===== src/rtl/coolgirl_cfg_sequencer_if.sv =====
// CPU bus pins seen by the config sequencer: /ROMSEL, R/W, A14..A0, D7..D0.
// Master is the CPU side (testbench or pin pads); slave is the sequencer.
interface coolgirl_cfg_sequencer_if;
    logic        romsel;
    logic        cpu_rw_in;
    logic [14:0] cpu_addr_in;
    logic [7:0]  cpu_data_in;

    modport master (output romsel, cpu_rw_in, cpu_addr_in, cpu_data_in);
    modport slave  (input  romsel, cpu_rw_in, cpu_addr_in, cpu_data_in);
endinterface


===== src/rtl/coolgirl_cfg_sequencer.sv =====
// Staged $5000-$5FFF mapping config with keyed atomic commit and mapper-reset pulse (optional CFG_READBACK_EN readback).
// Latency: key write edge to live update = COMMIT_DELAY+1 falling m2 edges, mapper_reset high on the edge after.
// Backpressure: none; writes arriving outside IDLE or after live lockout are silently dropped, cfg_busy flags COMMIT.
module coolgirl_cfg_sequencer #(
    parameter int unsigned COMMIT_DELAY = 4,
    parameter logic [7:0]  COMMIT_KEY   = 8'hA5
) (
    input  logic                            m2,
    input  logic                            reset_n,
    coolgirl_cfg_sequencer_if.slave         bus,
    output logic [12:0]                     cpu_base,
    output logic [4:0]                      cpu_mask,
    output logic [4:0]                      chr_mask,
    output logic [2:0]                      prg_mode,
    output logic [2:0]                      chr_mode,
    output logic [4:0]                      mapper,
    output logic [2:0]                      flags,
    output logic                            map_rom_on_6000,
    output logic [1:0]                      sram_page,
    output logic [1:0]                      mirroring,
    output logic                            sram_enabled,
    output logic                            chr_write_enabled,
    output logic                            prg_write_enabled,
    output logic                            lockout,
    output logic                            cfg_busy,
    output logic                            mapper_reset
`ifdef CFG_READBACK_EN
    ,
    output logic [7:0]                      cfg_rd_data,
    output logic                            cfg_rd_oe
`endif
);

    typedef enum logic [1:0] {IDLE, COMMIT, UPDATE, PULSE} state_t;

    localparam logic [3:0] LOAD = 4'(COMMIT_DELAY - 1);

    state_t     state;
    logic [3:0] counter;

    logic [4:0] stg_base_hi;
    logic [7:0] stg_base_lo;
    logic [4:0] stg_cpu_mask;
    logic [2:0] stg_prg_mode;
    logic [4:0] stg_chr_mask;
    logic [2:0] stg_chr_mode;
    logic [4:0] stg_mapper;
    logic [2:0] stg_flags;
    logic       stg_map_rom;
    logic [1:0] stg_sram_page;
    logic [1:0] stg_mirroring;
    logic       stg_lockout;
    logic       stg_prg_we;
    logic       stg_chr_we;
    logic       stg_sram_en;

    logic       cfg_sel;
    logic       cfg_wr;
    logic [2:0] idx;
    logic [7:0] d;
    logic       unused_addr;

    assign cfg_sel     = bus.romsel & (bus.cpu_addr_in[14:12] == 3'b101);
    assign cfg_wr      = cfg_sel & ~bus.cpu_rw_in & ~lockout & (state == IDLE);
    assign idx         = bus.cpu_addr_in[2:0];
    assign d           = bus.cpu_data_in;
    assign unused_addr = ^bus.cpu_addr_in[11:3];

    always_ff @(negedge m2 or negedge reset_n) begin
        if (!reset_n) begin
            state             <= IDLE;
            counter           <= 4'd0;
            cfg_busy          <= 1'b0;
            mapper_reset      <= 1'b0;
            stg_base_hi       <= '0;
            stg_base_lo       <= '0;
            stg_cpu_mask      <= '0;
            stg_prg_mode      <= '0;
            stg_chr_mask      <= '0;
            stg_chr_mode      <= '0;
            stg_mapper        <= '0;
            stg_flags         <= '0;
            stg_map_rom       <= 1'b0;
            stg_sram_page     <= '0;
            stg_mirroring     <= '0;
            stg_lockout       <= 1'b0;
            stg_prg_we        <= 1'b0;
            stg_chr_we        <= 1'b0;
            stg_sram_en       <= 1'b0;
            cpu_base          <= '0;
            cpu_mask          <= '0;
            chr_mask          <= '0;
            prg_mode          <= '0;
            chr_mode          <= '0;
            mapper            <= '0;
            flags             <= '0;
            map_rom_on_6000   <= 1'b0;
            sram_page         <= '0;
            mirroring         <= '0;
            sram_enabled      <= 1'b0;
            chr_write_enabled <= 1'b0;
            prg_write_enabled <= 1'b0;
            lockout           <= 1'b0;
        end else begin
            mapper_reset <= 1'b0;
            case (state)
                IDLE: begin
                    if (cfg_wr) begin
                        case (idx)
                            3'd0: stg_base_hi  <= d[4:0];
                            3'd1: stg_base_lo  <= d;
                            3'd2: stg_cpu_mask <= d[4:0];
                            3'd3: {stg_prg_mode, stg_chr_mask} <= d;
                            3'd4: {stg_chr_mode, stg_mapper} <= d;
                            3'd5: {stg_flags, stg_map_rom, stg_sram_page, stg_mirroring} <= d;
                            3'd6: begin
                                stg_lockout <= d[7];
                                stg_prg_we  <= d[3];
                                stg_chr_we  <= d[2];
                                stg_sram_en <= d[1];
                            end
                            3'd7: begin
                                // Wrong key is a no-op: no state change, no busy
                                if (d == COMMIT_KEY) begin
                                    state    <= COMMIT;
                                    counter  <= LOAD;
                                    cfg_busy <= 1'b1;
                                end
                            end
                        endcase
                    end
                end
                COMMIT: begin
                    if (counter == 4'd0) begin
                        state    <= UPDATE;
                        cfg_busy <= 1'b0;
                    end else begin
                        counter <= counter - 4'd1;
                    end
                end
                UPDATE: begin
                    cpu_base          <= {stg_base_hi, stg_base_lo};
                    cpu_mask          <= stg_cpu_mask;
                    chr_mask          <= stg_chr_mask;
                    prg_mode          <= stg_prg_mode;
                    chr_mode          <= stg_chr_mode;
                    mapper            <= stg_mapper;
                    flags             <= stg_flags;
                    map_rom_on_6000   <= stg_map_rom;
                    sram_page         <= stg_sram_page;
                    mirroring         <= stg_mirroring;
                    sram_enabled      <= stg_sram_en;
                    chr_write_enabled <= stg_chr_we;
                    prg_write_enabled <= stg_prg_we;
                    lockout           <= stg_lockout;
                    state             <= PULSE;
                end
                PULSE: begin
                    mapper_reset <= 1'b1;
                    state        <= IDLE;
                end
            endcase
        end
    end

`ifdef CFG_READBACK_EN
    // Readback ignores lockout so software can still inspect a locked cart
    always_comb begin
        cfg_rd_oe   = cfg_sel & bus.cpu_rw_in & m2;
        cfg_rd_data = 8'h00;
        case (idx)
            3'd0: cfg_rd_data = {3'b000, stg_base_hi};
            3'd1: cfg_rd_data = stg_base_lo;
            3'd2: cfg_rd_data = {3'b000, stg_cpu_mask};
            3'd3: cfg_rd_data = {stg_prg_mode, stg_chr_mask};
            3'd4: cfg_rd_data = {stg_chr_mode, stg_mapper};
            3'd5: cfg_rd_data = {stg_flags, stg_map_rom, stg_sram_page, stg_mirroring};
            3'd6: cfg_rd_data = {stg_lockout, 3'b000, stg_prg_we, stg_chr_we, stg_sram_en, 1'b0};
            3'd7: cfg_rd_data = {cfg_busy, lockout, 6'b000000};
        endcase
    end
`endif

endmodule


===== src/flat_wrapper.sv =====
// flat-port wrapper written by rule: the top's interface ports become plain ports
module coolgirl_cfg_sequencer_flat 
#(
    parameter int unsigned COMMIT_DELAY = 4,
    parameter logic [7:0]  COMMIT_KEY   = 8'hA5
)
  (m2, reset_n, cpu_base, cpu_mask, chr_mask, prg_mode, chr_mode, mapper, flags, map_rom_on_6000, sram_page, mirroring, sram_enabled, chr_write_enabled, prg_write_enabled, lockout, cfg_busy, mapper_reset, bus_romsel, bus_cpu_rw_in, bus_cpu_addr_in, bus_cpu_data_in);
  coolgirl_cfg_sequencer_if bus_i ();
  input  logic m2;
  input  logic reset_n;
  output logic [12:0] cpu_base;
  output logic [4:0] cpu_mask;
  output logic [4:0] chr_mask;
  output logic [2:0] prg_mode;
  output logic [2:0] chr_mode;
  output logic [4:0] mapper;
  output logic [2:0] flags;
  output logic map_rom_on_6000;
  output logic [1:0] sram_page;
  output logic [1:0] mirroring;
  output logic sram_enabled;
  output logic chr_write_enabled;
  output logic prg_write_enabled;
  output logic lockout;
  output logic cfg_busy;
  output logic mapper_reset;
  input wire logic [$bits(bus_i.romsel)-1:0] bus_romsel;
  input wire logic [$bits(bus_i.cpu_rw_in)-1:0] bus_cpu_rw_in;
  input wire logic [$bits(bus_i.cpu_addr_in)-1:0] bus_cpu_addr_in;
  input wire logic [$bits(bus_i.cpu_data_in)-1:0] bus_cpu_data_in;
  assign bus_i.romsel = bus_romsel;
  assign bus_i.cpu_rw_in = bus_cpu_rw_in;
  assign bus_i.cpu_addr_in = bus_cpu_addr_in;
  assign bus_i.cpu_data_in = bus_cpu_data_in;
  coolgirl_cfg_sequencer #(.COMMIT_DELAY(COMMIT_DELAY), .COMMIT_KEY(COMMIT_KEY)) u_core (.m2(m2), .reset_n(reset_n), .bus(bus_i), .cpu_base(cpu_base), .cpu_mask(cpu_mask), .chr_mask(chr_mask), .prg_mode(prg_mode), .chr_mode(chr_mode), .mapper(mapper), .flags(flags), .map_rom_on_6000(map_rom_on_6000), .sram_page(sram_page), .mirroring(mirroring), .sram_enabled(sram_enabled), .chr_write_enabled(chr_write_enabled), .prg_write_enabled(prg_write_enabled), .lockout(lockout), .cfg_busy(cfg_busy), .mapper_reset(mapper_reset));
endmodule

===== config.mk =====
export PLATFORM = sky130hd
export DESIGN_NAME = coolgirl_cfg_sequencer_flat
export DESIGN_NICKNAME = d
export VERILOG_FILES = /design/src/rtl/coolgirl_cfg_sequencer_if.sv /design/src/rtl/coolgirl_cfg_sequencer.sv /design/src/flat_wrapper.sv
export SDC_FILE = /design/constraint.sdc
export NUM_CORES = 1
export LEC_CHECK = 0
export BUFFER_PORTS_ARGS = -buffer_cell sky130_fd_sc_hd__buf_2
export CORE_ASPECT_RATIO = 1.75
export CORE_MARGIN = 5
export CORE_UTILIZATION = 50
export CTS_BUF_LIST = sky130_fd_sc_hd__clkbuf_8 sky130_fd_sc_hd__clkbuf_16
export CTS_CLUSTER_SIZE = 14
export DETAILED_ROUTE_END_ITERATION = 16
export PLACE_DENSITY_LB_ADDON = 0.2
export SYNTH_ARGS = -nofsm -noshare
export SYNTH_HDL_FRONTEND = slang
export SYNTH_SLANG_ARGS = --single-unit

===== constraint.sdc =====
create_clock -name m2 -period 3.1 [get_ports m2]
set_input_delay 0.465 -clock m2 [delete_from_list [all_inputs] [get_ports m2]]
set_output_delay 0.465 -clock m2 [all_outputs]
set_load 0.02 [all_outputs]

==> results of run 1 <==
[synth_stat cells, drive strengths merged, types with 2 or more instances]
library cell    n  share of area
dfrtn         100           0.61
mux2           93           0.26
nor2            9          0.010
nand2           8         0.0073
ha              7          0.021
inv             6         0.0055
buf             5         0.0061
nand3           5         0.0073
o21ai           5         0.0061
clkbuf          4         0.0040
a21oi           3         0.0037
nand2b          3         0.0046
nand4b          3         0.0080
a221oi          2         0.0043
mux2i           2         0.0049
nor4            2         0.0031
o31ai           2         0.0037
[how the worst min path moves through the flow]
stage	startpoint	endpoint	slack, ps	cells after the start
final	u_core.stg_cpu_mask[4]	u_core.cpu_mask[4]	440	1
after global routing	u_core.mirroring[0]	u_core.mirroring[0]	460	1
after CTS	u_core.stg_cpu_mask[4]	u_core.cpu_mask[4]	450	1
after detailed placement	u_core.stg_cpu_mask[4]	u_core.cpu_mask[4]	450	1
after global placement	u_core.stg_mapper[4]	u_core.stg_mapper[4]	440	1
after floorplan	u_core.stg_chr_mask[0]	u_core.stg_chr_mask[0]	430	1
[what timing repair did]
action,4_1_cts,5_1_grt
hold buffers,0,0
pin swaps,5,3
gates resized for setup,18,13
setup endpoints to repair,35,53
buffers inserted,2,1
[layer usage]
| layer | part of all wire | up-vias | wire length (um) | global-route usage |
|---|---|---|---|---|
| li1 | - | 1166 | - | - |
| met4 | 0.023 | 0 | 200 | 0.0875 |
| met3 | 0.028 | 15 | 247 | 0.0313 |
| met5 | 0 | - | 0 | 0 |
| met2 | 0.54 | 56 | 4770 | 0.317 |
| met1 | 0.41 | 1276 | 3560 | 0.235 |
[metrics by stage]
step                      total power [W]  area, sq um
after floorplan                   0.00249         4140
after global placement            0.00287         4780
after detailed placement          0.00291         4780
after CTS                         0.00408         5180
after global routing              0.00427         5250
final                             0.00406         5250
[cells by family after synthesis]
logic type / share of synthesized area
AOI/OAI and AO/OA: 0.0251
DFF: 0.612
adders and majority gates: 0.0214
buffers and inverters: 0.0156
muxes: 0.262
and+or+nand+nor: 0.0642
[area by class of cell]
cell class                 count  area (sq um)
clock inverter                 4          48.8
clock buffer                  11           253
sequential                   100          2500
multi-input combinational    156          1670
tap                           90           113
fill                         591          2710
timing repair buffer          98           637
inverter                       6          22.5
[worst register-to-register path: stages, from the launching register on]
cell,delay (ps)
dfrtn_1,390
inv_1,120
ha_1,410
inv_1,190
nor2_1,180
nor4b_4,230
buf_6,180
mux2_4,300
[power by group]
group          internal (W)  total [W]  switching (W)
sequential          0.00155    0.00169       0.000141
combinational      0.000557    0.00125       0.000694
clock              0.000663    0.00112       0.000462
total               0.00277    0.00406        0.00130
[cells in the final DEF, fill, tap and decap left out, types with 6 or more instances in the layout]
cell and count:
inv_1 6, ha_1 6, mux2_2 81, nor2_1 7
dfrtn_1 100, buf_6 9, clkbuf_16 9, mux2_4 12
buf_4 24, buf_2 63
==> key figures, run 1 <==
Place
  • Post-DP HPWL: 6190 um
  • PortBufs: 65
  • Post-placement setup slack: -486 ps
  • Final weighted congestion of routability-driven global placement: 0.831
  • Placed cells: 447

Cells and area
  • Number of flip-flops under the largest register name: 13
  • Register with the most flip-flops: u_core.cpu_base
  • Final design utilization: 0.659
  • Inserted Diodes: 0
  • Fraction of layout cells with a size suffix above 1: 0.605
  • Largest regs: u_core.cpu_base: 13 flops, u_core.stg_base_lo: 8 flops
  • Count of non-filler cells in the finished layout: 465
  • Total Nets Final: 405
  • Synth-to-Final Area Change: 28.3%

STA
  • Worst relative slew slack: 0.571
  • Max Transition Viols Final: 0
  • Hold Vio Cnt, Final: 0
  • Worst clock skew: 4.17 ps
  • Worst hold slack across all endpoints: 444 ps
  • Worst-case setup margin in the final layout: -83.7 ps
  • Fin Setup TNS: -1880 ps
  • Worst-Margin Slew: 643 ps
  • Setup violators final: 40
  • Setup repair after global routing missed its margin: true

Setup path
  • Crit-path cells: buf_6 -> and4b_2 -> nand2_4 -> buf_6 -> nor2_4 -> nand4b_4 -> buf_6 -> mux2_4
  • Critical Path Source: bus_cpu_addr_in[13]
  • Endpoint of the lowest-slack register-to-register path: u_core.stg_base_hi[1]
  • Destination of the critical timing path: u_core.stg_mapper[2]
  • Depth of the most critical reg-to-reg path: 7
  • Register-to-Register Setup Slack: 950 ps
  • Startpoint of the worst register-to-register path: u_core.state[1]
  • Bufs and invs on worst path: 3
  • Worst endpoint required time: 1740 ps
  • Critical Path Sink Type: flop
  • Type of the worst setup path: input pin to flop
  • Stages on the worst setup path: 8
  • Most common cell type on the critical path: buf_6
  • Worst setup SP type: input pin
  • Master of the slowest instance on the critical path: and4b_2
  • Highest fanout seen on the critical path: 5
  • Worst EP arrival: 1820 ps
  • Slowest cell delay on critical path: 320 ps
  • Top Family by Delay on Critical Path: simple AND/OR/NAND/NOR gates

CTS
  • Clock tree from TritonCTS: done
  • Clock latency reported for the late side of the worst-skew pair: 340 ps
  • Number of buffers created by CTS: 9
  • Clock Root Buffer: clkbuf_16
  • Number of buffers on the longest clock path: 2
  • Clock-pin slew reported for the worst setup and hold paths after clock tree synthesis: 50 ps
  • Maximum level of the CTS H-tree: 3
  • Sinks on the clock net: 100

Route
  • Ratio of routed vias to standard cells: 5.40
  • Total via count in the routed design: 2513
  • Total wire length: 8770 um
  • Initial detailed-routing violation count: 92
  • Remaining number of nets flagged by the antenna check after routing: 0
  • Wirelength per Cell: 18.9 um
  • First-pass DRT Iterations: 4
  • Residual DRC: 0

Die
  • Width of the die: 78.4 um
  • Die Y: 130 um
  • Floorplan core area: 0.00796 sq mm
  • Die outline area: 0.0102 sq mm
  • Row count: 43
  • Initial standard-cell utilization of the core: 0.514
  • Boundary pin count: 75

Outcome
  • Outcome: finished with violations
  • Failing checks: setup timing

Global route
  • Total routing usage reported by global routing: 0.187
  • Maximum number of pins on one net before global-route repair: 52
  • Wire length of the first global-routing pass: 14400 um
  • Number of antenna violations at the first check in global routing: 0
  • Leftover overflow at the end of global routing: 0
  • Number of global-route vias before repair: 2744

Logic synthesis
  • Number of distinct library cells after synthesis: 36
  • FF+latch count, synth: 100
  • Number of enable-type register cells in the synthesized netlist: 0
  • Fraction of the yosys area taken by sequential cells: 0.612
  • Number of instances in the synthesized netlist: 271
  • Mapped Nets: 305
  • Fraction of registers with async set/reset: 1.00
  • Syn avg cell area: 15.1 sq um
  • Dominant register cell in the synthesized netlist: dfrtn_1
  • Netlist area before placement: 0.00409 sq mm
  • Synth warnings: 0

Flow run
  • Number of max-capacitance violations reported: 0

Power
  • Power density over the cells: 774 mW/mm^2
  • P_leak: 2.81 nW
  • Max VDD drop: 0.394 mV

Min path
  • Min-Delay Path Class: flop to flop
(Power assumes the default switching activity.)
==> run 2: changes to the inputs <==
- MAX_ROUTING_LAYER: not set -> met4
==> key figures, run 2 (synthesized netlist as in run 1, its figures left out) <==
Outcome
  • Outcome: finished with violations (unchanged)
  • Failing checks: setup timing (unchanged)

Setup path
  • Highest fanout seen on the critical path: 5 (unchanged)
  • Worst setup SP type: input pin (unchanged)
  • Type of the worst setup path: input pin to flop (unchanged)
  • Worst endpoint required time: 1740 ps (about the same)
  • Worst EP arrival: 1820 ps (about the same)
  • Critical Path Sink Type: flop (unchanged)

Power
  • Power consumption: 0.00407 W (was 0.00406 W)
  • Fraction of power consumed by the clock network: 0.277 (about the same)
  • Sequential share of power: 0.415 (was 0.416)
  • Sw frac: 0.320 (was 0.319)
  • Max VDD drop: 0.394 mV (about the same)
  • Design internal power: 0.00277 W (about the same)
  • Power density over the cells: 775 mW/mm^2 (was 774 mW/mm^2)
  • P_leak: 2.81 nW (unchanged)
  • Switch Pwr: 0.00130 W (about the same)
  • Power share of the combinational group: 0.308 (about the same)

Route
  • Residual DRC: 0 (unchanged)
  • Initial detailed-routing violation count: 83 (was 92)
  • Remaining number of nets flagged by the antenna check after routing: 0 (unchanged)
  • Detail Route met3 WL: 249 um (was 247 um)
  • Top metal layer carrying routed signals: met4 (unchanged)
  • Met2 routed WL: 4780 um (was 4770 um)
  • Total wire length: 8800 um (was 8770 um)
  • Routed length on met1: 3570 um (was 3560 um)
  • First-pass DRT Iterations: 4 (unchanged)
  • Wirelength per Cell: 18.9 um (about the same)
  • Total via count in the routed design: 2528 (was 2513)
  • Ratio of routed vias to standard cells: 5.44 (was 5.40)

Die
  • Floorplan core area: 0.00796 sq mm (unchanged)
  • Width of the die: 78.4 um (unchanged)
  • Die Y: 130 um (unchanged)
  • Row count: 43 (unchanged)
  • Boundary pin count: 75 (unchanged)
  • Initial standard-cell utilization of the core: 0.514 (unchanged)
  • Die outline area: 0.0102 sq mm (unchanged)

STA
  • Setup violators final: 40 (unchanged)
  • Worst-Margin Slew: 643 ps (about the same)
  • Worst hold slack across all endpoints: 444 ps (about the same)
  • Worst clock skew: 4.52 ps (was 4.17 ps)
  • Setup repair after global routing missed its margin: true (unchanged)
  • Worst-case setup margin in the final layout: -83.3 ps (was -83.7 ps)
  • Hold Vio Cnt, Final: 0 (unchanged)
  • Max Transition Viols Final: 0 (unchanged)
  • Worst relative slew slack: 0.572 (was 0.571)

Cells and area
  • Fraction of layout cells with a size suffix above 1: 0.605 (unchanged)
  • Largest regs: u_core.cpu_base: 13 flops, u_core.stg_base_lo: 8 flops (unchanged)
  • Most common cell after layout, fill and taps aside: dfrtn_1 (unchanged)
  • Synth-to-Final Area Change: 28.3% (unchanged)
  • Total Nets Final: 405 (unchanged)
  • Number of flip-flops under the largest register name: 13 (unchanged)
  • Leading cell types in the layout, fill and taps excluded: dfrtn_1, mux2_2, buf_2 (unchanged)
  • Register with the most flip-flops: u_core.cpu_base (unchanged)
  • Inserted Diodes: 0 (unchanged)

Global route
  • Number of global-route vias before repair: 2750 (was 2744)
  • Maximum number of pins on one net before global-route repair: 52 (unchanged)
  • Leftover overflow at the end of global routing: 0 (unchanged)
  • Wire length of the first global-routing pass: 14400 um (about the same)
  • Total routing usage reported by global routing: 0.193 (was 0.187)
  • Number of antenna violations at the first check in global routing: 0 (unchanged)

CTS
  • Maximum level of the CTS H-tree: 3 (unchanged)
  • Sinks on the clock net: 100 (unchanged)
  • Clock tree from TritonCTS: done (unchanged)
  • Clock-pin slew reported for the worst setup and hold paths after clock tree synthesis: 50 ps (about the same)
  • Clock Root Buffer: clkbuf_16 (unchanged)
  • Clock latency reported for the late side of the worst-skew pair: 340 ps (about the same)
  • Number of buffers created by CTS: 9 (unchanged)
  • Number of buffers on the longest clock path: 2 (unchanged)

Flow run
  • Number of max-capacitance violations reported: 0 (unchanged)

Place
  • PortBufs: 65 (unchanged)
  • Final weighted congestion of routability-driven global placement: 0.844 (was 0.831)
  • Post-placement setup slack: -486 ps (unchanged)
  • Post-DP HPWL: 6190 um (unchanged)

Min path
  • Min-Delay Path Class: flop to flop (unchanged)
run 2: cell counts in the layout (fill, tap and decap cells not counted):
No cell type changed its count.
run 2: worst max-delay path, cell delays in order:
cell      delay [ps]
buf_6             90
and4b_2          320
nand2_4           70
buf_6            120
nor2_4           150
nand4b_4         150
buf_6            170
mux2_4           290
run 2: repair_timing:
item                       in CTS  in global routing
hold buffers                    0                  0
resized for setup              18                 13
setup endpoints to repair      35                 53
buffers inserted                2                  1
pin swaps                       5                  3
gates cloned                    0                  0
run 2: power groups by stage:
stage	combinational (W)	clock, W	sequential, W
4_1_cts	0.00124	0.00115	0.00169
3_3_place_gp	0.00117	0	0.00170
3_5_place_dp	0.00121	0	0.00171
2_1_floorplan	0.000638	0	0.00185
6_report	0.00125	0.00113	0.00169
5_1_grt	0.00135	0.00120	0.00172
run 2: cell type report:
class	instances	area, sq um
multi-input cells	156	1670
well taps	90	113
flip-flops and latches	100	2500
clock inverters	4	48.8
inverters	6	22.5
clock buffers	11	253
repair buffers	98	637
fillers	591	2710
run 2: final timing paths:
kind	startpoint	to	slack (ps)	cells past startpoint
max	bus_cpu_addr_in[13]	u_core.stg_mapper[2]	-80	8
min in group asynchronous	reset_n	u_core.prg_mode[2]	1540	2
max in group asynchronous	reset_n	u_core.stg_base_lo[4]	1280	2
min	u_core.stg_cpu_mask[4]	u_core.cpu_mask[4]	440	1
min reg2reg	u_core.stg_cpu_mask[4]	u_core.cpu_mask[4]	440	1
max reg2reg	u_core.state[1]	u_core.stg_base_hi[1]	950	7
run 2: routing by layer:
metal  GRT usage  vias up
met5           -        -
met3      0.0334       15
met2       0.318       52
li1            -     1163
met4      0.0844        0
met1       0.234     1298
run 2: per-stage QoR:
stage	instance area, sq um	cells	util	setup TNS, ps
after global routing	5250	465	0.659	-3430
final	5250	465	0.659	-1860
after detailed placement	4780	447	0.601	-20580
after CTS	5180	464	0.651	-1910
after global placement	4780	447	0.601	-19980
after floorplan	4140	271	-	-5360
==> run 3: changes to the inputs <==
- PLACE_DENSITY: not set -> 0.73
- PLACE_DENSITY_LB_ADDON: 0.2 -> not set
==> key figures, run 3 (synthesized netlist as in run 1, its figures left out) <==
Outcome
  • Outcome: finished with violations (unchanged)
  • Failing checks: setup timing (unchanged)

Die
  • Die outline area: 0.0102 sq mm (unchanged)
  • Width of the die: 78.4 um (unchanged)
  • Initial standard-cell utilization of the core: 0.514 (unchanged)
  • Floorplan core area: 0.00796 sq mm (unchanged)
  • Die Y: 130 um (unchanged)
  • Row count: 43 (unchanged)
  • Boundary pin count: 75 (unchanged)

Setup path
  • Startpoint of the worst register-to-register path: u_core.state[0] (was u_core.state[1])
  • Type of the worst setup path: input pin to flop (unchanged)
  • Highest fanout seen on the critical path: 4 (was 5)
  • Endpoint of the lowest-slack register-to-register path: u_core.stg_base_hi[4] (was u_core.stg_base_hi[1])
  • Depth of the most critical reg-to-reg path: 7 (unchanged)
  • Worst endpoint required time: 1700 ps (was 1740 ps)
  • Crit-path cells: buf_2 -> nand2b_2 -> buf_4 -> or4_4 -> o21ai_4 -> a221oi_2 (was buf_6 -> and4b_2 -> nand2_4 -> buf_6 -> nor2_4 -> nand4b_4 -> buf_6 -> mux2_4)
  • Register-to-Register Setup Slack: 840 ps (was 950 ps)
  • Master of the slowest instance on the critical path: or4_4 (was and4b_2)
  • Critical Path Sink Type: flop (unchanged)
  • Top Family by Delay on Critical Path: simple AND/OR/NAND/NOR gates (unchanged)
  • Bufs and invs on worst path: 2 (was 3)
  • Worst setup SP type: input pin (unchanged)
  • Slowest cell delay on critical path: 580 ps (was 320 ps)
  • Worst EP arrival: 1780 ps (was 1820 ps)

Route
  • Residual DRC: 0 (unchanged)
  • Ratio of routed vias to standard cells: 5.54 (was 5.44)
  • Total via count in the routed design: 2560 (was 2528)
  • Remaining number of nets flagged by the antenna check after routing: 0 (unchanged)
  • Initial detailed-routing violation count: 129 (was 83)
  • First-pass DRT Iterations: 4 (unchanged)
  • Total wire length: 8850 um (was 8800 um)
  • Wirelength per Cell: 19.1 um (was 18.9 um)

Cells and area
  • Total non-filler cell area in the finished layout: 0.00526 sq mm (was 0.00525 sq mm)
  • Area taken by flip-flops and latches: 0.00250 sq mm (unchanged)
  • Area of the multi-input gates: 0.00167 sq mm (about the same)
  • Most common cell after layout, fill and taps aside: dfrtn_1 (unchanged)
  • Fraction of layout cells with a size suffix above 1: 0.608 (was 0.605)
  • Inserted Diodes: 0 (unchanged)
  • Register with the most flip-flops: u_core.cpu_base (unchanged)
  • Largest regs: u_core.cpu_base: 13 flops, u_core.stg_base_lo: 8 flops (unchanged)
  • Synth-to-Final Area Change: 28.5% (was 28.3%)
  • Number of flip-flops under the largest register name: 13 (unchanged)
  • Final design utilization: 0.660 (was 0.659)
  • Total Nets Final: 403 (was 405)
  • Leading cell types in the layout, fill and taps excluded: dfrtn_1, mux2_2, buf_2 (unchanged)
  • Fillers: 603 (was 591)

Min path
  • Instance count along the most critical hold path: 1 (unchanged)
  • Beginning of the worst hold path: u_core.cpu_base[9] (was u_core.stg_cpu_mask[4])
  • Min-Delay Path Class: flop to flop (unchanged)
  • Hold Crit Endpoint: u_core.cpu_base[9] (was u_core.cpu_mask[4])

Power
  • P_leak: 2.80 nW (was 2.81 nW)
  • Max VDD drop: 0.469 mV (was 0.394 mV)
  • Power density over the cells: 780 mW/mm^2 (was 775 mW/mm^2)

STA
  • Max Transition Viols Final: 0 (unchanged)
  • Worst-Margin Slew: 474 ps (was 643 ps)
  • Worst-case setup margin in the final layout: -79.0 ps (was -83.3 ps)
  • Worst hold slack across all endpoints: 446 ps (was 444 ps)
  • Setup repair after global routing missed its margin: true (unchanged)
  • Worst clock skew: 5.98 ps (was 4.52 ps)
  • Worst relative slew slack: 0.684 (was 0.572)
  • Setup violators final: 12 (was 40)
  • Hold Vio Cnt, Final: 0 (unchanged)

CTS
  • Clock Root Buffer: clkbuf_16 (unchanged)
  • Clock latency reported for the late side of the worst-skew pair: 340 ps (about the same)
  • Clock tree from TritonCTS: done (unchanged)
  • Maximum level of the CTS H-tree: 3 (unchanged)
  • Clock-pin slew reported for the worst setup and hold paths after clock tree synthesis: 50 ps (about the same)
  • Number of buffers created by CTS: 9 (unchanged)
  • Number of buffers on the longest clock path: 2 (unchanged)
  • Sinks on the clock net: 100 (unchanged)

Place
  • Final weighted congestion of routability-driven global placement: 0.834 (was 0.844)
  • PortBufs: 65 (unchanged)
  • Post-DP HPWL: 6360 um (was 6190 um)
  • Area after detailed placement: 0.00483 sq mm (was 0.00478 sq mm)

Global route
  • Wire length of the first global-routing pass: 14700 um (was 14400 um)
  • Total routing usage reported by global routing: 0.197 (was 0.193)
  • Maximum number of pins on one net before global-route repair: 32 (was 52)
  • Leftover overflow at the end of global routing: 0 (unchanged)
  • Number of global-route vias before repair: 2806 (was 2750)
  • Number of antenna violations at the first check in global routing: 0 (unchanged)

Flow run
  • Number of max-capacitance violations reported: 0 (unchanged)
## run 3: worst max-delay path by stage
stage,startpoint,cells after the start,to
after floorplan,bus_cpu_addr_in[13],6,u_core.stg_chr_we
after global placement,bus_cpu_addr_in[13],6,u_core.stg_prg_we
after detailed placement,bus_cpu_addr_in[13],6,u_core.stg_chr_we
after CTS,bus_cpu_addr_in[13],7,u_core.counter[0]
after global routing,bus_cpu_data_in[6],6,u_core.counter[0]
final,bus_cpu_data_in[6],6,u_core.counter[0]
## run 3: timing repair
item | CTS | global route
setup endpoints to repair | 20 | 50
cloned | 0 | 0
pin swaps | 5 | 8
hold buffers | 0 | 0
resized for setup | 14 | 15
buffers inserted | 1 | 0
## run 3: final cells by class
type / instances / area share
clock buffer: 11 / 0.0481
clock inverter: 3 / 0.00738
timing repair buffer: 96 / 0.124
multi-input combinational: 156 / 0.319
tap: 90 / 0.0214
inverter: 6 / 0.00429
sequential: 100 / 0.476
## run 3: where the power goes
group,total [W],switching (W),internal [W]
registers,0.00169,0.000145,0.00155
logic,0.00132,0.000732,0.000585
clock network,0.00109,0.000434,0.000656
total,0.00410,0.00131,0.00279
## run 3: per-stage QoR
| stage | cells | worst slack [ps] | TNS (ps) | power [W] |
|---|---|---|---|---|
| final | 462 | -79.0 | -415 | 0.00410 |
| after global routing | 462 | -113 | -1780 | 0.00431 |
| after CTS | 462 | -43.2 | -86.3 | 0.00408 |
| after detailed placement | 448 | -474 | -18800 | 0.00293 |
| after global placement | 448 | -432 | -18150 | 0.00288 |
| after floorplan | 271 | -226 | -5360 | 0.00249 |
## run 3: routing by layer
| metal | routed length [um] | track usage | vias to the layer above |
|---|---|---|---|
| li1 | - | - | 1170 |
| met1 | 3520 | 0.228 | 1323 |
| met2 | 4850 | 0.338 | 56 |
| met3 | 283 | 0.0389 | 11 |
| met4 | 190 | 0.0772 | 0 |
| met5 | 0 | - | - |
